===== src/rtl/av_recvpacket_if.sv =====
// ----------------------------------------------------------------------------
// av_recvpacket_if
// Avalon-MM slave bus bundle for the UDP receive-packet register block.
//   address   [3:0]   word address
//   write             write strobe
//   read              read strobe
//   writedata [31:0]  write data
//   readdata  [31:0]  registered read data (driven by the slave)
// Modports: master (CPU / bus side), slave (register block).
// ----------------------------------------------------------------------------
interface av_recvpacket_if;
  logic [3:0]  address;
  logic        write;
  logic        read;
  logic [31:0] writedata;
  logic [31:0] readdata;

  modport master (output address, output write, output read, output writedata,
                  input readdata);
  modport slave  (input address, input write, input read, input writedata,
                  output readdata);
endinterface


===== src/rtl/av_recvpacket.sv =====
// ----------------------------------------------------------------------------
// av_recvpacket
// Avalon-MM register block for the UDP receive path. Captures one received
// packet descriptor (source MAC/IP/port, destination port, length, checksum),
// holds it until the CPU acknowledges it, filters on local port, counts
// accepted and dropped packets and raises an interrupt.
//
// Parameters:
//   LOCAL_PORT_RST  reset value of the local-port filter register
//   COUNT_W         width of RX/drop counters (1..32), zero-extended on read
// Ports:
//   clk, reset_n    clock, asynchronous active-low reset
//   bus             Avalon-MM slave (address/write/read/writedata/readdata)
//   irq             registered interrupt: IRQ_EN & (PENDING | OVERFLOW)
//   rx_*            descriptor from the UDP RX engine, qualified by rx_valid
//   rx_busy         1 while a descriptor is pending
// Optional feature: define AVRX_TIMESTAMP_EN to add a free-running cycle
// counter whose value is latched on each capture and read at address 10.
// ----------------------------------------------------------------------------
module av_recvpacket #(
  parameter logic [15:0] LOCAL_PORT_RST = 16'hAAAA,
  parameter int          COUNT_W        = 32
) (
  input  logic              clk,
  input  logic              reset_n,
  av_recvpacket_if.slave    bus,
  output logic              irq,
  input  logic              rx_valid,
  input  logic              rx_crc_err,
  input  logic [47:0]       rx_src_mac,
  input  logic [31:0]       rx_src_ip,
  input  logic [15:0]       rx_src_port,
  input  logic [15:0]       rx_dst_port,
  input  logic [15:0]       rx_length,
  input  logic [15:0]       rx_checksum,
  output logic              rx_busy
);

  typedef enum logic {IDLE = 1'b0, PENDING = 1'b1} state_t;

  state_t state_q, state_d;

  logic [47:0] desc_mac;
  logic [31:0] desc_ip;
  logic [15:0] desc_sport, desc_dport, desc_len, desc_csum;

  logic [COUNT_W-1:0] rx_count, drop_count;
  logic        overflow, irq_en, filter_en;
  logic [15:0] local_port;

  logic        wr_ctrl, w1c_pend, w1c_ovf, wr_lport, wr_rxcnt, wr_dropcnt;
  logic        accept, capture, drop, ovf_set;
  logic [31:0] rd_mux, ts_rd;
  logic        unused_wd;

  function automatic logic [COUNT_W-1:0] sat_inc(input logic [COUNT_W-1:0] c);
    return (&c) ? c : c + COUNT_W'(1);
  endfunction

  assign wr_ctrl    = bus.write && (bus.address == 4'd0);
  assign w1c_pend   = wr_ctrl && bus.writedata[0];
  assign w1c_ovf    = wr_ctrl && bus.writedata[1];
  assign wr_lport   = bus.write && (bus.address == 4'd2);
  assign wr_rxcnt   = bus.write && (bus.address == 4'd8);
  assign wr_dropcnt = bus.write && (bus.address == 4'd9);
  assign unused_wd  = ^bus.writedata[31:16];

  assign accept = rx_valid && !rx_crc_err &&
                  (!filter_en || (rx_dst_port == local_port));

  // FSM: state register
  always_ff @(posedge clk or negedge reset_n) begin
    if (!reset_n) state_q <= IDLE;
    else          state_q <= state_d;
  end

  // FSM: next state. An ack only releases the descriptor in a cycle with no
  // incoming packet; an ack together with an accepted packet re-arms PENDING.
  always_comb begin
    state_d = state_q;
    case (state_q)
      IDLE:    if (accept)                 state_d = PENDING;
      PENDING: if (!rx_valid && w1c_pend)  state_d = IDLE;
      default: state_d = IDLE;
    endcase
  end

  // FSM: outputs and per-cycle events
  always_comb begin
    rx_busy = (state_q == PENDING);
    capture = accept && ((state_q == IDLE) || w1c_pend);
    drop    = rx_valid && !capture;
    ovf_set = (state_q == PENDING) && accept && !w1c_pend;
  end

  // Descriptor capture
  always_ff @(posedge clk or negedge reset_n) begin
    if (!reset_n) begin
      desc_mac   <= '0;
      desc_ip    <= '0;
      desc_sport <= '0;
      desc_dport <= '0;
      desc_len   <= '0;
      desc_csum  <= '0;
    end else if (capture) begin
      desc_mac   <= rx_src_mac;
      desc_ip    <= rx_src_ip;
      desc_sport <= rx_src_port;
      desc_dport <= rx_dst_port;
      desc_len   <= rx_length;
      desc_csum  <= rx_checksum;
    end
  end

  // Counters: a clear coinciding with an event leaves the counter at 1
  always_ff @(posedge clk or negedge reset_n) begin
    if (!reset_n) begin
      rx_count   <= '0;
      drop_count <= '0;
    end else begin
      if (wr_rxcnt)     rx_count <= capture ? COUNT_W'(1) : '0;
      else if (capture) rx_count <= sat_inc(rx_count);

      if (wr_dropcnt)   drop_count <= drop ? COUNT_W'(1) : '0;
      else if (drop)    drop_count <= sat_inc(drop_count);
    end
  end

  // Control registers; an overflow event wins over a same-cycle W1C
  always_ff @(posedge clk or negedge reset_n) begin
    if (!reset_n) begin
      overflow   <= 1'b0;
      irq_en     <= 1'b0;
      filter_en  <= 1'b0;
      local_port <= LOCAL_PORT_RST;
      irq        <= 1'b0;
    end else begin
      overflow <= (overflow && !w1c_ovf) || ovf_set;
      if (wr_ctrl) begin
        irq_en    <= bus.writedata[8];
        filter_en <= bus.writedata[9];
      end
      if (wr_lport) local_port <= bus.writedata[15:0];
      irq <= irq_en && ((state_q == PENDING) || overflow);
    end
  end

`ifdef AVRX_TIMESTAMP_EN
  logic [COUNT_W-1:0] ts_free, ts_q;

  always_ff @(posedge clk or negedge reset_n) begin
    if (!reset_n) begin
      ts_free <= '0;
      ts_q    <= '0;
    end else begin
      ts_free <= ts_free + COUNT_W'(1);
      if (capture) ts_q <= ts_free;
    end
  end

  assign ts_rd = 32'(ts_q);
`else
  assign ts_rd = '0;
`endif

  // Read mux
  always_comb begin
    rd_mux = '0;
    case (bus.address)
      4'd0:    rd_mux = {desc_len, 6'd0, filter_en, irq_en, 6'd0, overflow,
                         (state_q == PENDING)};
      4'd1:    rd_mux = {16'd0, desc_csum};
      4'd2:    rd_mux = {16'd0, local_port};
      4'd3:    rd_mux = {16'd0, desc_sport};
      4'd4:    rd_mux = desc_ip;
      4'd5:    rd_mux = desc_mac[31:0];
      4'd6:    rd_mux = {16'd0, desc_mac[47:32]};
      4'd7:    rd_mux = {16'd0, desc_dport};
      4'd8:    rd_mux = 32'(rx_count);
      4'd9:    rd_mux = 32'(drop_count);
      4'd10:   rd_mux = ts_rd;
      default: rd_mux = '0;
    endcase
  end

  // Registered read data, held while read is low
  always_ff @(posedge clk or negedge reset_n) begin
    if (!reset_n)      bus.readdata <= '0;
    else if (bus.read) bus.readdata <= rd_mux;
  end

endmodule


===== src/flat_wrapper.sv =====
// flat-port wrapper written by rule: the top's interface ports become plain ports
module av_recvpacket_flat 
#(
  parameter logic [15:0] LOCAL_PORT_RST = 16'hAAAA,
  parameter int          COUNT_W        = 32
)
  (clk, reset_n, irq, rx_valid, rx_crc_err, rx_src_mac, rx_src_ip, rx_src_port, rx_dst_port, rx_length, rx_checksum, rx_busy, bus_address, bus_write, bus_read, bus_writedata, bus_readdata);
  av_recvpacket_if bus_i ();
  input  logic clk;
  input  logic reset_n;
  output logic irq;
  input  logic rx_valid;
  input  logic rx_crc_err;
  input  logic [47:0] rx_src_mac;
  input  logic [31:0] rx_src_ip;
  input  logic [15:0] rx_src_port;
  input  logic [15:0] rx_dst_port;
  input  logic [15:0] rx_length;
  input  logic [15:0] rx_checksum;
  output logic rx_busy;
  input wire logic [$bits(bus_i.address)-1:0] bus_address;
  input wire logic [$bits(bus_i.write)-1:0] bus_write;
  input wire logic [$bits(bus_i.read)-1:0] bus_read;
  input wire logic [$bits(bus_i.writedata)-1:0] bus_writedata;
  output wire logic [$bits(bus_i.readdata)-1:0] bus_readdata;
  assign bus_i.address = bus_address;
  assign bus_i.write = bus_write;
  assign bus_i.read = bus_read;
  assign bus_i.writedata = bus_writedata;
  assign bus_readdata = bus_i.readdata;
  av_recvpacket #(.LOCAL_PORT_RST(LOCAL_PORT_RST), .COUNT_W(COUNT_W)) u_core (.clk(clk), .reset_n(reset_n), .bus(bus_i), .irq(irq), .rx_valid(rx_valid), .rx_crc_err(rx_crc_err), .rx_src_mac(rx_src_mac), .rx_src_ip(rx_src_ip), .rx_src_port(rx_src_port), .rx_dst_port(rx_dst_port), .rx_length(rx_length), .rx_checksum(rx_checksum), .rx_busy(rx_busy));
endmodule

===== config.mk =====
export PLATFORM = sky130hd
export DESIGN_NAME = av_recvpacket_flat
export DESIGN_NICKNAME = d
export VERILOG_FILES = /design/src/rtl/av_recvpacket_if.sv /design/src/rtl/av_recvpacket.sv /design/src/flat_wrapper.sv
export SDC_FILE = /design/constraint.sdc
export NUM_CORES = 1
export LEC_CHECK = 0
export ABC_AREA = 1
export BUFFER_PORTS_ARGS = -buffer_cell sky130_fd_sc_hd__buf_4
export CAP_MARGIN = 20
export CORE_MARGIN = 2
export CORE_UTILIZATION = 45
export DETAILED_ROUTE_END_ITERATION = 12
export MAX_ROUTING_LAYER = met4
export PLACE_DENSITY = 0.66
export REMOVE_ABC_BUFFERS = 1
export SYNTH_ARGS = -nofsm -noshare
export SYNTH_HDL_FRONTEND = slang
export SYNTH_SLANG_ARGS = --single-unit

===== constraint.sdc =====
create_clock -name clk -period 2.6 [get_ports clk]
set_clock_uncertainty 0.15 [all_clocks]
set_input_delay 0.26 -clock clk [delete_from_list [all_inputs] [get_ports clk]]
set_output_delay 0.26 -clock clk [all_outputs]
set_load 0.01 [all_outputs]

# --- Word-level counts from Yosys, hierarchy flattened ---
# Index checks and enable logic that the tools add are counted.
# Widths: inputs -> output; s select.
classes:
  addsub: 2
  n_eq_ne: 12
  muxes: 12
  bitwise: 1
  n_reduce_logical: 32
ops:
  columns: ["operator", "count"]
  rows:
  - ["$pmux 32 s10", 1]
  - ["$mux 32", 6]
  - ["$add 32x1->32 const B", 2]
  - ["$reduce_and 32->1", 2]
  - ["$eq 16x16->1", 1]
  - ["$eq 4x3->1 const B", 4]
  - ["$logic_and 1x1->1", 15]
  - ["$eq 4x2->1 const B", 2]
  - ["$eq 4x4->1 const B", 2]
  - ["$logic_not 1->1", 6]
  - ["$eq 4x1->1 const B", 1]
  - ["$logic_not 4->1", 1]
  - ["$logic_or 1x1->1", 4]
  - ["$mux 1", 4]
  - ["$ne 2x1->1 const B", 2]
  - ["$reduce_and 2->1", 2]
  - ["$reduce_bool 2->1", 2]
  - ["$pmux 1 s2", 1]
  - ["$not 1->1", 1]
totals:
  regBits: 261
  inputBits: 186
  out_inout_bits: 34
  wordCells: 74

# --- Depth between registers and ports, before layout ---
# Gate-level depths: netlist of run 1.
logic_depth:
  word_depth: 9
  depth_mapped: 14
  ltp_nobuf: 13

# --- Worst setup path before layout of run 1 ---
# OpenSTA, ideal clock, no wires.
synth_timing:
  path_kind: "register to register"
  from: "register u_core.local_port[9]"
  to: "register u_core.desc_ip[0]"
  setup_time_ns: 0.133
  arrival_time_ns: 1.621
  required_ns: 2.317
  slack_ns: 0.696
  stages_incl_launch_ff: 14
  n_path_buf: 2
  synth_period_minus_slack_ns: 1.904
  path_cell_list: "dfstp_2 inv_1 nand2_1 nand2_1 nor2_1 nand2_1 nor2_1 nand2_1 nand2_1 nand3_2 buf_2 buf_1 nor2_1 a21oi_1"
synth_via:
  elab_chain_len: 4
synth_rtl:
  columns: ["element", "line_no", "source"]
  rows:
  - ["start, declared", "av_recvpacket.sv:49", "logic [15:0] local_port;"]
  - ["start signal, assigned", "av_recvpacket.sv:143", "if (wr_lport) local_port <= bus.writedata[15:0];"]
  - ["$eq 16x16->1", "av_recvpacket.sv:69", "(!filter_en || (rx_dst_port == local_port));"]
  - ["$logic_or 1x1->1", "av_recvpacket.sv:69", null]
  - ["$logic_and 1x1->1", "av_recvpacket.sv:68", "assign accept = rx_valid && !rx_crc_err &&"]
  - ["$logic_and 1x1->1", "av_recvpacket.sv:91", "capture = accept && ((state_q == IDLE) || w1c_pend);"]
  - ["end signal, assigned", "av_recvpacket.sv:107", "desc_ip <= rx_src_ip;"]
  - ["end, declared", "av_recvpacket.sv:44", "logic [31:0] desc_ip;"]
# No other way between the ends.
# A chain may end at the register's enable or synchronous reset.

# --- Final worst setup path of run 1 ---
layout_timing:
  from: "register u_core.local_port[5]"
  to: "register u_core.desc_mac[32]"
layout_via:
  elab_chain_len: 4
layout_rtl:
  columns: ["element", "line_no", "source"]
  rows:
  - ["$eq 16x16->1", "av_recvpacket.sv:69", null]
  - ["$logic_or 1x1->1", "av_recvpacket.sv:69", null]
  - ["$logic_and 1x1->1", "av_recvpacket.sv:68", null]
  - ["$logic_and 1x1->1", "av_recvpacket.sv:91", null]
  - ["end signal, assigned", "av_recvpacket.sv:106", "desc_mac <= rx_src_mac;"]
  - ["end, declared", "av_recvpacket.sv:43", "logic [47:0] desc_mac;"]
# No other way between the ends.

==> impl_metrics.env, run 1 <==
export IMPL_status="finished clean"
export IMPL_ys_ff_latch=261
export IMPL_antenna_left=0
export IMPL_setup_slack_ps=245
export IMPL_core_area_um2=29800
export IMPL_fin_setup_tns_ps=0
export IMPL_grt_pass1_wl_um=67800
export IMPL_drt_iter0_drc=1166
export IMPL_synth_avg_cell_area_um2=7.42
export IMPL_cap_violations=0
export IMPL_busiest_layer="met2"
export IMPL_cts_root_buf="clkbuf_16"
export IMPL_htreeDepth=1
export IMPL_maxSlewViolCount=0
export IMPL_std_cell_rows=63
export IMPL_start_kind="flop"
export IMPL_rsz0062_at_grt="false"
export IMPL_pwr_density_cell_nw_per_um2=774
export IMPL_via_per_inst=5.15
export IMPL_wl_um=42800
export IMPL_timing_hold_ws_ps=22.8
export IMPL_worstPathMaxFanout=112
export IMPL_finalSetupViolations=0
export IMPL_fin_area_um2=18400
export IMPL_synth_cell_types=39
export IMPL_nets=2385
export IMPL_use_met1=0.372
export IMPL_vias=13442
export IMPL_drc=0
export IMPL_met3_usage=0.0311
export IMPL_die_h_um=178
export IMPL_postCtsSetupBuffers=0
export IMPL_tightest_slew_ps=716
export IMPL_pre_cts_slack_ps=290
export IMPL_grt_start_max_net_pins=125
export IMPL_synth_top_area_share=0.462
export IMPL_min_path_type="in -> reg"
export IMPL_ys_warnings_count=0
export IMPL_start_util=0.459
export IMPL_synth_ff_type="dfrtp_1"
export IMPL_grt_overflow_total=0
export IMPL_tritoncts="built"
export IMPL_ir_worst_vdd_mv=0.590
export IMPL_numPortBuffers=203
export IMPL_endpoint_kind="flop"
export IMPL_yosys_top_cells_area="dfrtp_1 46%, nand2_1 13%, inv_1 7.5%"
export IMPL_dieArea_um2=31800
export IMPL_clock_latency_ps=570
export IMPL_yosysTopAreaCell="dfrtp_1"
export IMPL_synth_edf_count=0
export IMPL_timing_slew_headroom=0.522
export IMPL_grt_pass1_vias=12827
export IMPL_syn_area_um2=13700
export IMPL_grt_usage=0.278
export IMPL_grt_antenna_before_repair=0
export IMPL_place_gp_congestion=0.909
export IMPL_post_route_min_period_ps=2360
export IMPL_worstSetupPathType="reg -> reg"
export IMPL_dr_pass1_iters=5
export IMPL_synth_seq_area_share=0.478
export IMPL_crit_arrival_ps=2640
export IMPL_ioPinCount=220
export IMPL_place_area_um2=15700
export IMPL_drive_gt1_frac=0.146
export IMPL_synth_cells=1844
export IMPL_async_reset_ff_frac=1.00
export IMPL_postLayoutCoreUtil=0.616
export IMPL_hpwlAfterDp_um=29300
export IMPL_cts_buffers=29
export IMPL_area_growth_pct=34.1
export IMPL_power_internal_mw=9.62
export IMPL_path_clk_slew_ps=60
export IMPL_clockBufferDepth=3
export IMPL_p_sw_frac=0.322
export IMPL_p_leak_nw=9.17
export IMPL_hold_violations=0
export IMPL_critPathRequiredTime_ps=2880
export IMPL_switchingPower_mw=4.58
export IMPL_fmax_mhz=425
export IMPL_die_w_um=178
export IMPL_period_share=0.906
export IMPL_wl_per_cell_um=16.4
export IMPL_cts_sinks=261
export IMPL_power_frac_seq=0.460
export IMPL_combPwrFrac=0.239
export IMPL_met2_usage=0.450
export IMPL_clockPowerShare=0.301
==> worst max-delay path: stages, from the launching register on <==
cell and delay [ps]:
dfstp_2 540, inv_1 50, nand2_1 50, nand2_1 60, nor2_1 200, nand2_1 80, nor2_1 90, nand2_1 80
nand2_1 140, nand3_4 180, buf_12 280, nor2_1 190, a21oi_1 60
==> cells by family (layout without fill, tap and decap cells) <==
kind of cell,count (synthesis),in the layout,share of synthesized area
simple gates,845,845,0.258
other cells,0,1,0
buf+inv,362,738,0.104
flops,261,261,0.478
compound gates,329,329,0.129
xor+xnor,41,41,0.0262
mux,4,4,0.00329
fa+ha+maj,2,2,0.00183
==> registers in the layout, summed over array words and instances (netlist names) <==
signal,count
u_core.desc_sport,16
u_core.overflow,1
u_core.rx_count,32
u_core.local_port,16
u_core.bus.readdata,32
u_core.rx_busy,1
u_core.desc_ip,32
u_core.irq,1
u_core.desc_mac,48
u_core.filter_en,1
u_core.desc_dport,16
u_core.irq_en,1
u_core.desc_csum,16
u_core.desc_len,16
u_core.drop_count,32
==> area by class of cell <==
type                       instances  area (um2)
antenna                            1        2.50
clock buffer                      47         893
clock inverter                     7         104
fill                            2654       11400
inverter                         284        1070
multi-input combinational       1221        5730
sequential                       261        6540
tap                              390         488
timing repair buffer             400        3530
==> synth_stat cells, types with 5 or more instances <==
library cell and n:
a21oi_1 70, dfrtp_1 253, nand4_1 19, o22ai_1 22, o211ai_1 11, nor3_1 41
o21ai_0 110, buf_4 7, nor2_1 172, buf_2 24, clkbuf_1 41, o31ai_1 5
o2111ai_1 7, a211oi_1 5, nand2_1 478, xor2_1 39, dfstp_2 8, nand3_1 110
inv_1 274, o21ai_1 97, nor2_2 6, inv_2 9
==> power groups by stage <==
stage / logic, mW / registers, mW / clock network, mW
finish: 3.39 / 6.53 / 4.28
CTS: 3.40 / 6.50 / 4.34
detailed placement: 3.18 / 6.56 / 0
global placement: 3.08 / 6.50 / 0
floorplan: 2.08 / 6.36 / 0
global route: 3.88 / 6.72 / 4.51
==> per-layer routing <==
layer	wire, um	up-vias
met5	0	-
met4	1110	0
met3	2390	80
met2	20500	431
met1	18800	6378
li1	-	6553
==> timing repair <==
| item | 4_1_cts | 5_1_grt |
|---|---|---|
| gates resized for setup | 0 | 0 |
| hold buffers | 163 | 0 |
| hold endpoints to repair | 324 | 0 |
==> worst paths after layout <==
path	cells past startpoint	to	startpoint	slack, ps
max	12	u_core.desc_mac[32]	u_core.local_port[5]	240
min	6	u_core.irq_en	bus_address[3]	20
max reg2reg	12	u_core.desc_mac[32]	u_core.local_port[5]	240
min reg2reg	2	u_core.desc_ip[12]	u_core.desc_ip[12]	340
max in group asynchronous	3	u_core.local_port[11]	reset_n	1380
min in group asynchronous	2	u_core.desc_len[3]	reset_n	70
==> layout by cell type (no fill, tap or decap), types with 9 or more instances in the layout <==
master / n
dfrtp_1: 253
o22ai_1: 22
nand3_1: 110
o21ai_0: 110
inv_2: 9
nor3_1: 41
clkbuf_8: 10
clkbuf_16: 29
inv_1: 274
nor2_1: 172
buf_4: 227
xor2_1: 39
buf_12: 9
a21oi_1: 70
nand4_1: 19
dlygate4sd3_1: 163
nand2_1: 478
o21ai_1: 97
o211ai_1: 11
==> through the flow <==
stage          instances  power (mW)
2_1_floorplan       1766        8.44
3_3_place_gp        2393        9.58
3_5_place_dp        2393        9.73
4_1_cts             2610        14.2
5_1_grt             2610        15.1
6_report            2611        14.2
Note: power is estimated with default switching activity, not from simulation.
==> run 2, diff against run 1 <==
--- a/config.mk
+++ b/config.mk
@@ -11,7 +11,6 @@
 export CORE_MARGIN = 2
 export CORE_UTILIZATION = 45
 export DETAILED_ROUTE_END_ITERATION = 12
-export MAX_ROUTING_LAYER = met4
 export PLACE_DENSITY = 0.66
 export REMOVE_ABC_BUFFERS = 1
 export SYNTH_ARGS = -nofsm -noshare
==> impl_metrics.env, run 2 (same netlist as run 1, synthesis figures left out) <==
export IMPL_hold_violations=0
export IMPL_worstPathMaxFanout=112
export IMPL_critical_path_top_delay_family="simple AND/OR/NAND/NOR gates"
export IMPL_place_gp_congestion=0.904
export IMPL_busiest_layer="met2"
export IMPL_vias=13459
export IMPL_wl_um=43000
export IMPL_cts_buffers=29
export IMPL_top_register="u_core.desc_mac"
export IMPL_path_clk_slew_ps=60
export IMPL_path_buf_inv=2
export IMPL_min_path_type="in -> reg"
export IMPL_p_leak_nw=9.13
export IMPL_start_util=0.459
export IMPL_dr_pass1_iters=5
export IMPL_placedCellCount=2392
export IMPL_clock_latency_ps=550
export IMPL_dieArea_um2=31800
export IMPL_antenna_left=0
export IMPL_nets=2384
export IMPL_cpMostUsedCell="nand2_1"
export IMPL_largest_register_ffs=48
export IMPL_critPathRequiredTime_ps=2870
export IMPL_grt_antenna_before_repair=1
export IMPL_final_cells=2607
export IMPL_grt_overflow_total=0
export IMPL_tightest_slew_ps=687
export IMPL_cap_violations=0
export IMPL_r2r_slack_ps=130
export IMPL_timing_slew_headroom=0.541
export IMPL_numPortBuffers=203
export IMPL_pwr_density_cell_nw_per_um2=765
export IMPL_met3_usage=0.0305
export IMPL_hpwlAfterDp_um=29300
export IMPL_endpoint_kind="flop"
export IMPL_wl_per_cell_um=16.5
export IMPL_postCtsSetupBuffers=0
export IMPL_most_common_layout_cells="478 x nand2_1, 274 x inv_1, 253 x dfrtp_1"
export IMPL_maxSlewViolCount=0
export IMPL_ir_worst_vdd_mv=0.529
export IMPL_die_w_um=178
export IMPL_cts_root_buf="clkbuf_16"
export IMPL_postLayoutCoreUtil=0.613
export IMPL_slowest_delay_ps=550
export IMPL_core_area_um2=29800
export IMPL_crit_chain="inv_1 > nand2_1 > nand2_1 > nor2_1 > nand2_1 > nor2_1 > nand2_1 > nand2_1 > nand3_4 > buf_12 > nand2_1 > o21ai_0"
export IMPL_std_cell_rows=63
export IMPL_area_growth_pct=33.4
export IMPL_fin_setup_tns_ps=0
export IMPL_grt_usage=0.270
export IMPL_drt_iter0_drc=1050
export IMPL_cts_sinks=261
export IMPL_setup_slack_ps=133
export IMPL_met2_usage=0.438
export IMPL_pre_cts_slack_ps=144
export IMPL_final_common_cell="nand2_1"
export IMPL_worstSetupPathType="reg -> reg"
export IMPL_fmax_mhz=405
export IMPL_drive_gt1_frac=0.146
export IMPL_grt_pass1_vias=12976
export IMPL_grt_start_max_net_pins=113
export IMPL_die_h_um=178
export IMPL_clockBufferDepth=3
export IMPL_period_share=0.949
export IMPL_htreeDepth=1
export IMPL_use_met1=0.377
export IMPL_grt_pass1_wl_um=67700
export IMPL_post_route_min_period_ps=2470
export IMPL_status="finished clean"
export IMPL_drc=0
export IMPL_via_per_inst=5.16
export IMPL_tritoncts="built"
export IMPL_start_kind="flop"
export IMPL_finalSetupViolations=0
export IMPL_rsz0062_at_grt="true"
export IMPL_crit_arrival_ps=2740
export IMPL_cp_slowest_cell="dfstp_2"
export IMPL_ioPinCount=220
[run 2: changes by cell type in the layout (fill, tap and decap cells not counted), sizes merged]
| cell | delta |
|---|---|
| clkinv | +1 |
| buf | -1 |
| clkbuf | -4 |
| inv | -1 |
| clkinvlp | +2 |
| bufinv | -1 |
[run 2: cell type report]
| cell class | instances | area [um2] |
|---|---|---|
| Antenna cell | 1 | 2.50 |
| Clock buffer | 43 | 868 |
| Clock inverter | 8 | 70.1 |
| Fill cell | 2721 | 11500 |
| Inverter | 284 | 1070 |
| Multi-Input combinational cell | 1221 | 5730 |
| Sequential cell | 261 | 6540 |
| Tap cell | 390 | 488 |
| Timing Repair Buffer | 399 | 3510 |
[run 2: tightest hold or removal path, delay by kind of cell]
family,cells,cell delay [ps]
and+or+nand+nor,4,260
buffers and inverters,1,110
AOI/OAI and AO/OA,1,60
[run 2: routing by layer]
layer	share of wire	vias to the layer above
li1	-	6540
met2	0.47	433
met3	0.056	100
met1	0.44	6386
met5	0	-
met4	0.033	0
[run 2: report_power, final]
part | total (mW) | internal (mW) | switching (mW)
Sequential | 6.53 | 5.57 | 0.962
Clock | 4.05 | 2.39 | 1.66
Combinational | 3.38 | 1.50 | 1.89
Total | 14.0 | 9.46 | 4.51
[run 2: final timing paths]
check / cells after the start / to / from
setup / recovery: 12 / u_core.desc_ip[23] / u_core.local_port[7]
hold / removal: 6 / u_core.irq_en / bus_address[2]
max in group asynchronous: 3 / u_core.local_port[5] / reset_n
hold reg to reg: 2 / u_core.desc_csum[2] / u_core.desc_csum[2]
setup reg to reg: 12 / u_core.desc_ip[23] / u_core.local_port[7]
min in group asynchronous: 2 / u_core.bus.readdata[29] / reset_n
[run 2: per-stage QoR]
| step | instance area (um2) | total power [mW] | hold slack, ps |
|---|---|---|---|
| global route | 18300 | 14.9 | 68.5 |
| floorplan | 13300 | 8.44 | -186 |
| finish | 18300 | 14.0 | 42.3 |
| global placement | 15700 | 9.57 | 96.7 |
| detailed placement | 15700 | 9.72 | 101 |
| CTS | 18300 | 14.0 | 23.3 |
[run 2: what timing repair did]
action,CTS,global route
resized for setup,0,2
endpoints found under the hold margin,294,0
hold buffers,163,0
setup endpoints to repair,0,44
